File: config.mk
export PLATFORM = sky130hd
export DESIGN_NAME = primo_seq
export DESIGN_NICKNAME = d
export VERILOG_FILES = /design/src/rtl/primo_pkg.sv /design/src/rtl/resto_seq.sv /design/src/rtl/primo_seq.sv
export SDC_FILE = /design/constraint.sdc
export NUM_CORES = 1
export LEC_CHECK = 0
export ABC_AREA = 1
export BUFFER_PORTS_ARGS = -buffer_cell sky130_fd_sc_hd__buf_2
export CORE_UTILIZATION = 55
export DETAILED_ROUTE_END_ITERATION = 10
export HOLD_SLACK_MARGIN = 0.12
export PLACE_DENSITY = 0.8
export SETUP_SLACK_MARGIN = 0.2
export SLEW_MARGIN = 10
export SYNTH_ARGS = -nofsm -noshare
export SYNTH_HDL_FRONTEND = slang
export SYNTH_SLANG_ARGS = --single-unit
File: constraint.sdc
create_clock -name clk -period 9 [get_ports clk]
set_input_delay 0.45 -clock clk [delete_from_list [all_inputs] [get_ports clk]]
set_output_delay 0.45 -clock clk [all_outputs]
set_load 0.01 [all_outputs]
File: src/rtl/primo_pkg.sv
// primo_pkg
// Shared constants for the sequential prime detector (primo_seq) and its
// bit-serial remainder unit (resto_seq).
//   DEFAULT_WIDTH        : default operand width in bits
//   ST_*                 : controller state encodings
//   SMALL_TWO/SMALL_THREE: small operands that the CHECK stage resolves directly
package primo_pkg;

   localparam int DEFAULT_WIDTH = 16;

   localparam int STATE_W = 3;

   localparam logic [STATE_W-1:0] ST_IDLE  = 3'd0;
   localparam logic [STATE_W-1:0] ST_CHECK = 3'd1;
   localparam logic [STATE_W-1:0] ST_TEST  = 3'd2;
   localparam logic [STATE_W-1:0] ST_DIV   = 3'd3;
   localparam logic [STATE_W-1:0] ST_DONE  = 3'd4;

   localparam int SMALL_TWO   = 2;
   localparam int SMALL_THREE = 3;

endpackage

File: src/rtl/resto_seq.sv
// resto_seq
// Bit-serial restoring remainder unit: computes dividend mod divisor, one
// quotient bit per clock.
// Ports:
//   clk       : clock, rising edge
//   rst_n     : asynchronous active-low reset
//   load      : start a new remainder computation (dividend sampled on this edge)
//   dividend  : WIDTH-bit dividend
//   divisor   : WIDTH-bit divisor, must be nonzero and held stable while busy
//   remainder : result, meaningful while valid=1
//   valid     : high for the single cycle in which remainder is final,
//               exactly WIDTH cycles after the load edge
module resto_seq
   import primo_pkg::*;
#(
   parameter int WIDTH = DEFAULT_WIDTH
) (
   input  logic             clk,
   input  logic             rst_n,
   input  logic             load,
   input  logic [WIDTH-1:0] dividend,
   input  logic [WIDTH-1:0] divisor,
   output logic [WIDTH-1:0] remainder,
   output logic             valid
);

   localparam int CNT_W = $clog2(WIDTH);

   logic [WIDTH-1:0] rem_q, rem_d;
   logic [WIDTH-1:0] quo_q, quo_d;
   logic [CNT_W-1:0] cnt_q, cnt_d;
   logic             act_q, act_d;

   logic             shift_bit;
   logic [WIDTH-1:0] rem_base;
   logic [WIDTH:0]   trial;
   logic [WIDTH:0]   diff;
   logic [WIDTH-1:0] step_rem;

   // One restoring step. The load edge already performs the first step so that
   // the last of the WIDTH steps lands on the edge that starts the valid cycle.
   // A borrow out of the (WIDTH+1)-bit subtraction means trial < divisor.
   always_comb begin
      shift_bit = load ? dividend[WIDTH-1] : quo_q[WIDTH-1];
      rem_base  = load ? '0 : rem_q;
      trial     = {rem_base, shift_bit};
      diff      = trial - {1'b0, divisor};
      step_rem  = diff[WIDTH] ? trial[WIDTH-1:0] : diff[WIDTH-1:0];

      rem_d = rem_q;
      quo_d = quo_q;
      cnt_d = cnt_q;
      act_d = act_q;

      if (load) begin
         rem_d = step_rem;
         quo_d = {dividend[WIDTH-2:0], 1'b0};
         cnt_d = CNT_W'(WIDTH - 1);
         act_d = 1'b1;
      end else if (act_q) begin
         if (cnt_q == '0) begin
            act_d = 1'b0;
         end else begin
            rem_d = step_rem;
            quo_d = {quo_q[WIDTH-2:0], 1'b0};
            cnt_d = cnt_q - 1'b1;
         end
      end
   end

   always_ff @(posedge clk or negedge rst_n) begin
      if (!rst_n) begin
         rem_q <= '0;
         quo_q <= '0;
         cnt_q <= '0;
         act_q <= 1'b0;
      end else begin
         rem_q <= rem_d;
         quo_q <= quo_d;
         cnt_q <= cnt_d;
         act_q <= act_d;
      end
   end

   assign remainder = rem_q;
   assign valid     = act_q && (cnt_q == '0);

endmodule

File: src/rtl/primo_seq.sv
// primo_seq
// Sequential prime detector: accepts one WIDTH-bit operand through a
// start/done handshake and decides primality by odd trial division using the
// shared serial remainder unit resto_seq.
// Ports:
//   clk      : clock, rising edge
//   rst_n    : asynchronous active-low reset
//   start    : request, sampled only while busy=0
//   n        : operand, captured on the accepting edge
//   busy     : high from the accept edge until the return to idle
//   done     : one-cycle result strobe
//   is_prime : registered result, held until the next result
//   factor   : smallest factor (n itself when prime, 0 for n<2); present
//              only when the macro PRIMO_FACTOR_EN is defined
module primo_seq
   import primo_pkg::*;
#(
   parameter int WIDTH = DEFAULT_WIDTH
) (
   input  logic             clk,
   input  logic             rst_n,
   input  logic             start,
   input  logic [WIDTH-1:0] n,
   output logic             busy,
   output logic             done,
`ifdef PRIMO_FACTOR_EN
   output logic [WIDTH-1:0] factor,
`endif
   output logic             is_prime
);

   localparam logic [WIDTH-1:0] TWO_W   = WIDTH'(SMALL_TWO);
   localparam logic [WIDTH-1:0] THREE_W = WIDTH'(SMALL_THREE);

   logic [STATE_W-1:0] state_q, state_d;
   logic [WIDTH-1:0]   n_q, n_d;
   logic [WIDTH-1:0]   d_q, d_d;
   logic               pend_q, pend_d;
   logic               pend_prime_q, pend_prime_d;
   logic               prime_q, prime_d;
`ifdef PRIMO_FACTOR_EN
   logic [WIDTH-1:0]   pend_factor_q, pend_factor_d;
   logic [WIDTH-1:0]   factor_q, factor_d;
`endif

   logic [2*WIDTH-1:0] d_square;
   logic               div_load;
   logic [WIDTH-1:0]   div_rem;
   logic               div_valid;

   resto_seq #(
      .WIDTH (WIDTH)
   ) u_resto (
      .clk       (clk),
      .rst_n     (rst_n),
      .load      (div_load),
      .dividend  (n_q),
      .divisor   (d_q),
      .remainder (div_rem),
      .valid     (div_valid)
   );

   // Results found in CHECK or DIV are parked as "pending" and leave through
   // TEST, so every outcome reaches DONE exactly one cycle after the point at
   // which a TEST would have resolved it; this keeps latency uniform.
   always_comb begin
      state_d      = state_q;
      n_d          = n_q;
      d_d          = d_q;
      pend_d       = pend_q;
      pend_prime_d = pend_prime_q;
      prime_d      = prime_q;
`ifdef PRIMO_FACTOR_EN
      pend_factor_d = pend_factor_q;
      factor_d      = factor_q;
`endif
      div_load = 1'b0;
      d_square = {{WIDTH{1'b0}}, d_q} * {{WIDTH{1'b0}}, d_q};

      case (state_q)
         ST_IDLE: begin
            if (start) begin
               n_d     = n;
               state_d = ST_CHECK;
            end
         end
         ST_CHECK: begin
            d_d          = WIDTH'(3);
            pend_d       = 1'b0;
            pend_prime_d = 1'b0;
`ifdef PRIMO_FACTOR_EN
            pend_factor_d = '0;
`endif
            if (n_q < TWO_W) begin
               pend_d = 1'b1;
            end else if ((n_q == TWO_W) || (n_q == THREE_W)) begin
               pend_d       = 1'b1;
               pend_prime_d = 1'b1;
`ifdef PRIMO_FACTOR_EN
               pend_factor_d = n_q;
`endif
            end else if (!n_q[0]) begin
               pend_d = 1'b1;
`ifdef PRIMO_FACTOR_EN
               pend_factor_d = TWO_W;
`endif
            end
            state_d = ST_TEST;
         end
         ST_TEST: begin
            if (pend_q) begin
               prime_d = pend_prime_q;
`ifdef PRIMO_FACTOR_EN
               factor_d = pend_factor_q;
`endif
               state_d = ST_DONE;
            end else if (d_square > {{WIDTH{1'b0}}, n_q}) begin
               prime_d = 1'b1;
`ifdef PRIMO_FACTOR_EN
               factor_d = n_q;
`endif
               state_d = ST_DONE;
            end else begin
               div_load = 1'b1;
               state_d  = ST_DIV;
            end
         end
         ST_DIV: begin
            if (div_valid) begin
               if (div_rem == '0) begin
                  pend_d       = 1'b1;
                  pend_prime_d = 1'b0;
`ifdef PRIMO_FACTOR_EN
                  pend_factor_d = d_q;
`endif
               end else begin
                  d_d = d_q + WIDTH'(2);
               end
               state_d = ST_TEST;
            end
         end
         ST_DONE: begin
            state_d = ST_IDLE;
         end
         default: begin
            state_d = ST_IDLE;
         end
      endcase
   end

   always_ff @(posedge clk or negedge rst_n) begin
      if (!rst_n) begin
         state_q      <= ST_IDLE;
         n_q          <= '0;
         d_q          <= '0;
         pend_q       <= 1'b0;
         pend_prime_q <= 1'b0;
         prime_q      <= 1'b0;
`ifdef PRIMO_FACTOR_EN
         pend_factor_q <= '0;
         factor_q      <= '0;
`endif
      end else begin
         state_q      <= state_d;
         n_q          <= n_d;
         d_q          <= d_d;
         pend_q       <= pend_d;
         pend_prime_q <= pend_prime_d;
         prime_q      <= prime_d;
`ifdef PRIMO_FACTOR_EN
         pend_factor_q <= pend_factor_d;
         factor_q      <= factor_d;
`endif
      end
   end

   assign busy     = (state_q != ST_IDLE);
   assign done     = (state_q == ST_DONE);
   assign is_prime = prime_q;
`ifdef PRIMO_FACTOR_EN
   assign factor   = factor_q;
`endif

endmodule

Word level (Yosys, flattened, before mapping)

Cells that the tools add are included.

Multiplexer cells: 39
Magnitude comparators: 2
Reductions and logical operators: 15
$mul: 1
Equality and inequality tests: 11
Add/sub/neg operators: 3

Operator list:

| cell                  | count |
|---|---|
| $mux 16               | 10 |
| $eq 16x2->1 const B   | 2 |
| $gt 32x16->1          | 1 |
| $mul 16x16->32        | 1 |
| $pmux 16 s2           | 1 |
| $mux 1                | 18 |
| $sub 17x16->17        | 1 |
| $add 16x2->16 const B | 1 |
| $logic_not 16->1      | 1 |
| $lt 16x2->1 const B   | 1 |
| $mux 3                | 4 |
| $mux 4                | 3 |
| $pmux 3 s4            | 1 |
| $ne 2x2->1 const B    | 4 |
| $reduce_and 2->1      | 4 |
| $eq 3x2->1 const B    | 2 |
| $reduce_and 3->1      | 2 |
| $reduce_bool 2->1     | 3 |
| $logic_not 4->1       | 1 |
| $pmux 1 s2            | 2 |
| $sub 4x1->4 const B   | 1 |
| $eq 3x1->1 const B    | 1 |
| $eq 3x3->1 const B    | 1 |
| $logic_not 3->1       | 1 |
| other kinds (4)       | 4 |

Word-level logic and storage cells: 81
Bits in registers: 75

Longest topological paths before layout

Word-level depth: 11
Mapped depth: 55
Depth with buffers taken out: 52

Modules after synthesis

From an unflattened synthesis, not the netlist that was laid out.

Cells, all modules: 1889
Area, all modules: 13377.8 µm²

By module, submodules not included:

| module    | area each (µm²) | cells an instance | sequential area each (µm²) | times used |
|---|---|---|---|---|
| primo_seq | 10313.6         | 1405              | 950.9                      | 1 |
| resto_seq | 3064.2          | 484               | 900.9                      | 1 |

Worst setup path after synthesis

Ideal clock, no wire load.

Kind: register to register
Start point: register d_q[1]
End point: register u_resto.rem_q[14] (netlist: u_resto.remainder[14])
Arrival: 8859 ps
Path buffers: 3
Setup time: 117 ps
Cell stages (with the launch flop): 52
Data required time: 8883 ps
Slack: 23 ps
Clock period less this slack: 8977 ps
Path through: dfrtp_1 clkbuf_1 clkbuf_1 nand2_1 fa_1 fa_1 inv_1 fa_1 fa_1 fa_1 inv_1 fa_1 inv_1 ha_1 nand2_1 inv_2 nand2_1 inv_1 (+16 left out) nor2_2 nand3_4 buf_6 nand2_1 o21ai_2 ha_1 fa_1 o21ai_0 a31oi_1 o21ai_0 a21boi_0 o21ai_0 nand2_1 nand2_1 xnor2_1 nand2_1 nand3_1 nand2_1

Longest elaborated chain between the ends: 11

Ends and longest elaborated chain:

| what                              | line                             | RTL |
|---|---|---|
| start: declaration                | primo_seq.sv:37                  | `logic [WIDTH-1:0] d_q, d_d;` |
| start signal: assignment          | primo_seq.sv:155                 | `d_q <= '0;` |
| start signal: assignment          | primo_seq.sv:166                 | `d_q <= d_d;` |
| $mul 16x16->32                    | primo_seq.sv:78                  | `d_square = {{WIDTH{1'b0}}, d_q} * {{WIDTH{1'b0}}, d_q};` |
| $gt 32x16->1                      | primo_seq.sv:117                 | `end else if (d_square > {{WIDTH{1'b0}}, n_q}) begin` |
| $mux 1                            | primo_seq.sv:117                 |  |
| $mux 1                            | primo_seq.sv:111                 | `if (pend_q) begin` |
| $mux 1                            | primo_seq.sv:80                  | `case (state_q)` |
| $mux 1 or $mux 16 (tied branches) | resto_seq.sv:44, resto_seq.sv:45 |  |
| $sub 17x16->17                    | resto_seq.sv:47                  | `diff = trial - {1'b0, divisor};` |
| $mux 16                           | resto_seq.sv:48                  | `step_rem = diff[WIDTH] ? trial[WIDTH-1:0] : diff[WIDTH-1:0];` |
| $mux 16                           | resto_seq.sv:61                  | `if (cnt_q == '0) begin` |
| $mux 16                           | resto_seq.sv:60                  | `end else if (act_q) begin` |
| $mux 16                           | resto_seq.sv:55                  | `if (load) begin` |
| end signal: assignment            | resto_seq.sv:78                  | `rem_q <= rem_d;` |
| end: declaration                  | resto_seq.sv:29                  | `logic [WIDTH-1:0] rem_q, rem_d;` |

Parallel ways exist; a longest one is shown, timed or not. The select of a mux whose other input is x is not followed.
A chain may end at the register's enable or synchronous reset.

Worst setup path in the final report

Start point: register d_q[10]
End point: register u_resto.rem_q[14] (netlist: u_resto.remainder[14])

The elaborated chain is that of the path after synthesis.

==> metrics.md <==
| Metric | Value |
|---|---|
| Status | `completed` |
| Tcrit/Tclk final | `0.9637` |
| Slew headroom | `0.2536` |
| Num rows | `55` |
| First-pass iteration count of the detailed router | `5` |
| Final WL | `32770 um` |
| Number of max-cap violations | `0` |
| Die ar. | `23850 um^2` |
| Yosys warning count | `0` |
| Final Core Density | `0.6294` |
| Combinational Power Share | `0.640` |
| Placed Cells | `2027` |
| Seq pwr share | `0.220` |
| Share of synthesized flip-flops with an asynchronous set or reset | `1.000` |
| Number of I/O pins | `22` |
| Routed Antenna Nets | `0` |
| Most frequent cell after synthesis | `nand2_1` |
| Netlist cell types | `52` |
| Peak supply drop | `314.7 uV` |
| PD cells | `181.4 nW/um^2` |
| Cell count after synthesis | `1737` |
| Slew Limit Fails | `0` |
| # setup viols final | `0` |
| Final #Nets | `2102` |
| Inserted Diodes | `0` |
| Layout cells sized above 1 | `0.1360` |
| Crit path largest cell delay | `0.56 ns` |
| Area grow syn2layout | `11.87%` |
| Max Clk Rate | `0.1153 GHz` |
| Slew @ Worst Pin | `1.116 ns` |
| Register area share after synthesis | `0.1449` |
| Int Power | `1.299 mW` |
| Slowest cell on crit path | `fa_2` |
| Synth Cell Area | `12780 um^2` |
| Via count | `11140` |
| CTS tree | `built` |
| Clk Latency, worst-skew pair | `0.36 ns` |
| Initial core utilization | `0.5626` |
| Final hold viol count | `0` |
| I/O Buffers | `21` |
| Seq cells post-synth | `74` |
| Setup Slack @ Placement | `-0.07810 ns` |
| Crit Path Category | `reg2reg` |
| Final Cell Area | `14290 um^2` |
| Gr ovfl total | `0` |
| CTS Root Buffer Type | `clkbuf_16` |
| GPL Wtd Cong | `0.9690` |
| Vias per cell | `5.378` |
| CP startpoint kind | `register` |
| Worst-path clk slew | `0.06 ns` |
| Final worst slack | `0.3266 ns` |
| Hold_buf cts | `0` |
| Sinks on Clock Net | `74` |
| Total CTS buffers | `9` |
| DP HPWL | `25760 um` |
| Largest net degree at the start of global routing | `75` |
| Post-synth EDFFs | `0` |
| Clock Tree Buf Depth | `2` |
| Die height | `154.4 um` |
| Post-DP Area | `13260 um^2` |
| Wire length per cell | `15.82 um` |
| Switch Pwr | `1.294 mW` |
| First-pass GRT wire length | `52230 um` |
| First-iteration detailed-routing DRC count | `846` |
| Worst hold path type | `in2async` |
| Avg Inst Size Synth | `7.356 um^2` |
| Sw frac | `0.4990` |
| Die Width | `154.4 um` |
| Setup crit end kind | `register` |
| Post-synth top area share | `0.2570` |
| Post-synth top cells | `nand2_1 (458), inv_1 (437), fa_1 (164)` |
| Minimum clock period | `8.673 ns` |
| Vias in the first global route | `10970` |
| Leak | `8.737 nW` |
| Arrival time worst endpoint | `8.91 ns` |
| Final Non-Filler Cells | `2072` |
| Gr usage total | `0.2755` |
| Crit-path max FO | `5` |
| Clock share of power | `0.140` |
| Cell mode on critical path | `nand2_1` |
| H-tree depth | `3` |
| Most area-hungry cell type in the Yosys netlist | `fa_1` |
| Worst Skew | `0.01592 ns` |
| Drt drc | `0` |
| Syn_nets | `2057` |
| Primary FF master, synth | `dfrtp_1` |
| Core footprint | `22710 um^2` |
| Synth area leaders | `fa_1 (26%), dfrtp_1 (14%), nand2_1 (13%)` |
| CP required | `9.24 ns` |
| Sum of negative setup slack | `0 ns` |
| Initial antenna violation count | `0` |
-- metrics by stage --
stage / hold WS, ns / power, mW
after floorplan: 0.1544 / 1.564
after global placement: 0.4639 / 1.845
after detailed placement: 0.4761 / 1.890
after CTS: 0.2787 / 2.292
after global routing: 0.3155 / 2.775
final: 0.2249 / 2.593
-- registers in the layout (all words and copies together), names as in the netlist --
name and flops:
n_q 16, state_q 3, pend_q 1, u_resto.act_q 1, u_resto.quo_q 15, u_resto.remainder 16
is_prime 1, pend_prime_q 1, d_q 16, u_resto.cnt_q 4
-- layout make-up --
class | count | area (um^2)
fill | 1919 | 8416
clock inverter | 7 | 66.31
tap | 285 | 356.6
sequential | 74 | 1863
multi-input combinational | 1166 | 9449
clock buffer | 9 | 225.2
timing repair buffer | 81 | 644.4
inverter | 450 | 1689
-- critical path, delay by kind of cell, from the launching register on --
| kind | cells | cell delay, ns |
|---|---|---|
| buf+inv | 6 | 0.29 |
| xor+xnor | 2 | 0.28 |
| compound gates | 8 | 1.21 |
| fa+ha+maj | 10 | 4.30 |
| flops | 1 | 0.46 |
| simple gates | 22 | 1.99 |
-- placed cells by master, fill, tap and decap left out, drive strengths merged, types with 2 or more instances in the layout --
cell type and n:
dfrtp 74, nor4 6, o21bai 6, nor3b 2, clkinv 5, nand2 470, nand3b 2, inv 452
clkbuf 11, a21boi 4, nor2 87, nand3 92, buf 79, and2 7, fa 164, nor3 12
xor2 25, nand4 11, xnor2 14, ha 137, o21ai 27, and3 2, a21oi 67, o211ai 13
or2 6
-- layer usage --
metal	GRT usage	part of all wire	up-vias
met3	0.03054	0.061	60
met5	0	0	-
met4	0.07685	0.024	0
li1	-	-	5288
met1	0.3650	0.42	5367
met2	0.4781	0.50	428
-- timing repair --
action	4_1_cts	5_1_grt
setup buffers	0	26
gates cloned	0	3
pin swaps	0	63
setup endpoints to repair	16	16
resized for setup	12	133
-- power groups by stage --
stage / clock, mW / combinational (mW) / sequential (mW)
2_1_floorplan: 0 / 1.02 / 0.539
3_3_place_gp: 0 / 1.28 / 0.561
3_5_place_dp: 0 / 1.33 / 0.564
4_1_cts: 0.363 / 1.37 / 0.559
5_1_grt: 0.379 / 1.82 / 0.580
6_report: 0.362 / 1.66 / 0.570
-- final timing paths --
path,slack (ns),depth (start not counted),startpoint,end
setup reg to reg,0.33,48,d_q[10],u_resto.remainder[14]
max in group asynchronous,8.07,1,rst_n,d_q[3]
min in group clk,0.34,2,n[0],n_q[0]
hold reg to reg,0.50,2,is_prime,is_prime
setup / recovery,0.33,48,d_q[10],u_resto.remainder[14]
hold / removal,0.22,1,rst_n,u_resto.remainder[13]
-- cells by family after synthesis --
group,count (synthesis),share of synthesized area
simple gates,697,0.2294
buf+inv,498,0.1498
fa+ha+maj,301,0.3911
compound gates,127,0.05709
flops,74,0.1449
xor+xnor,39,0.02673
mux,1,0.0008813
Note: power is estimated with default switching activity, not from simulation.
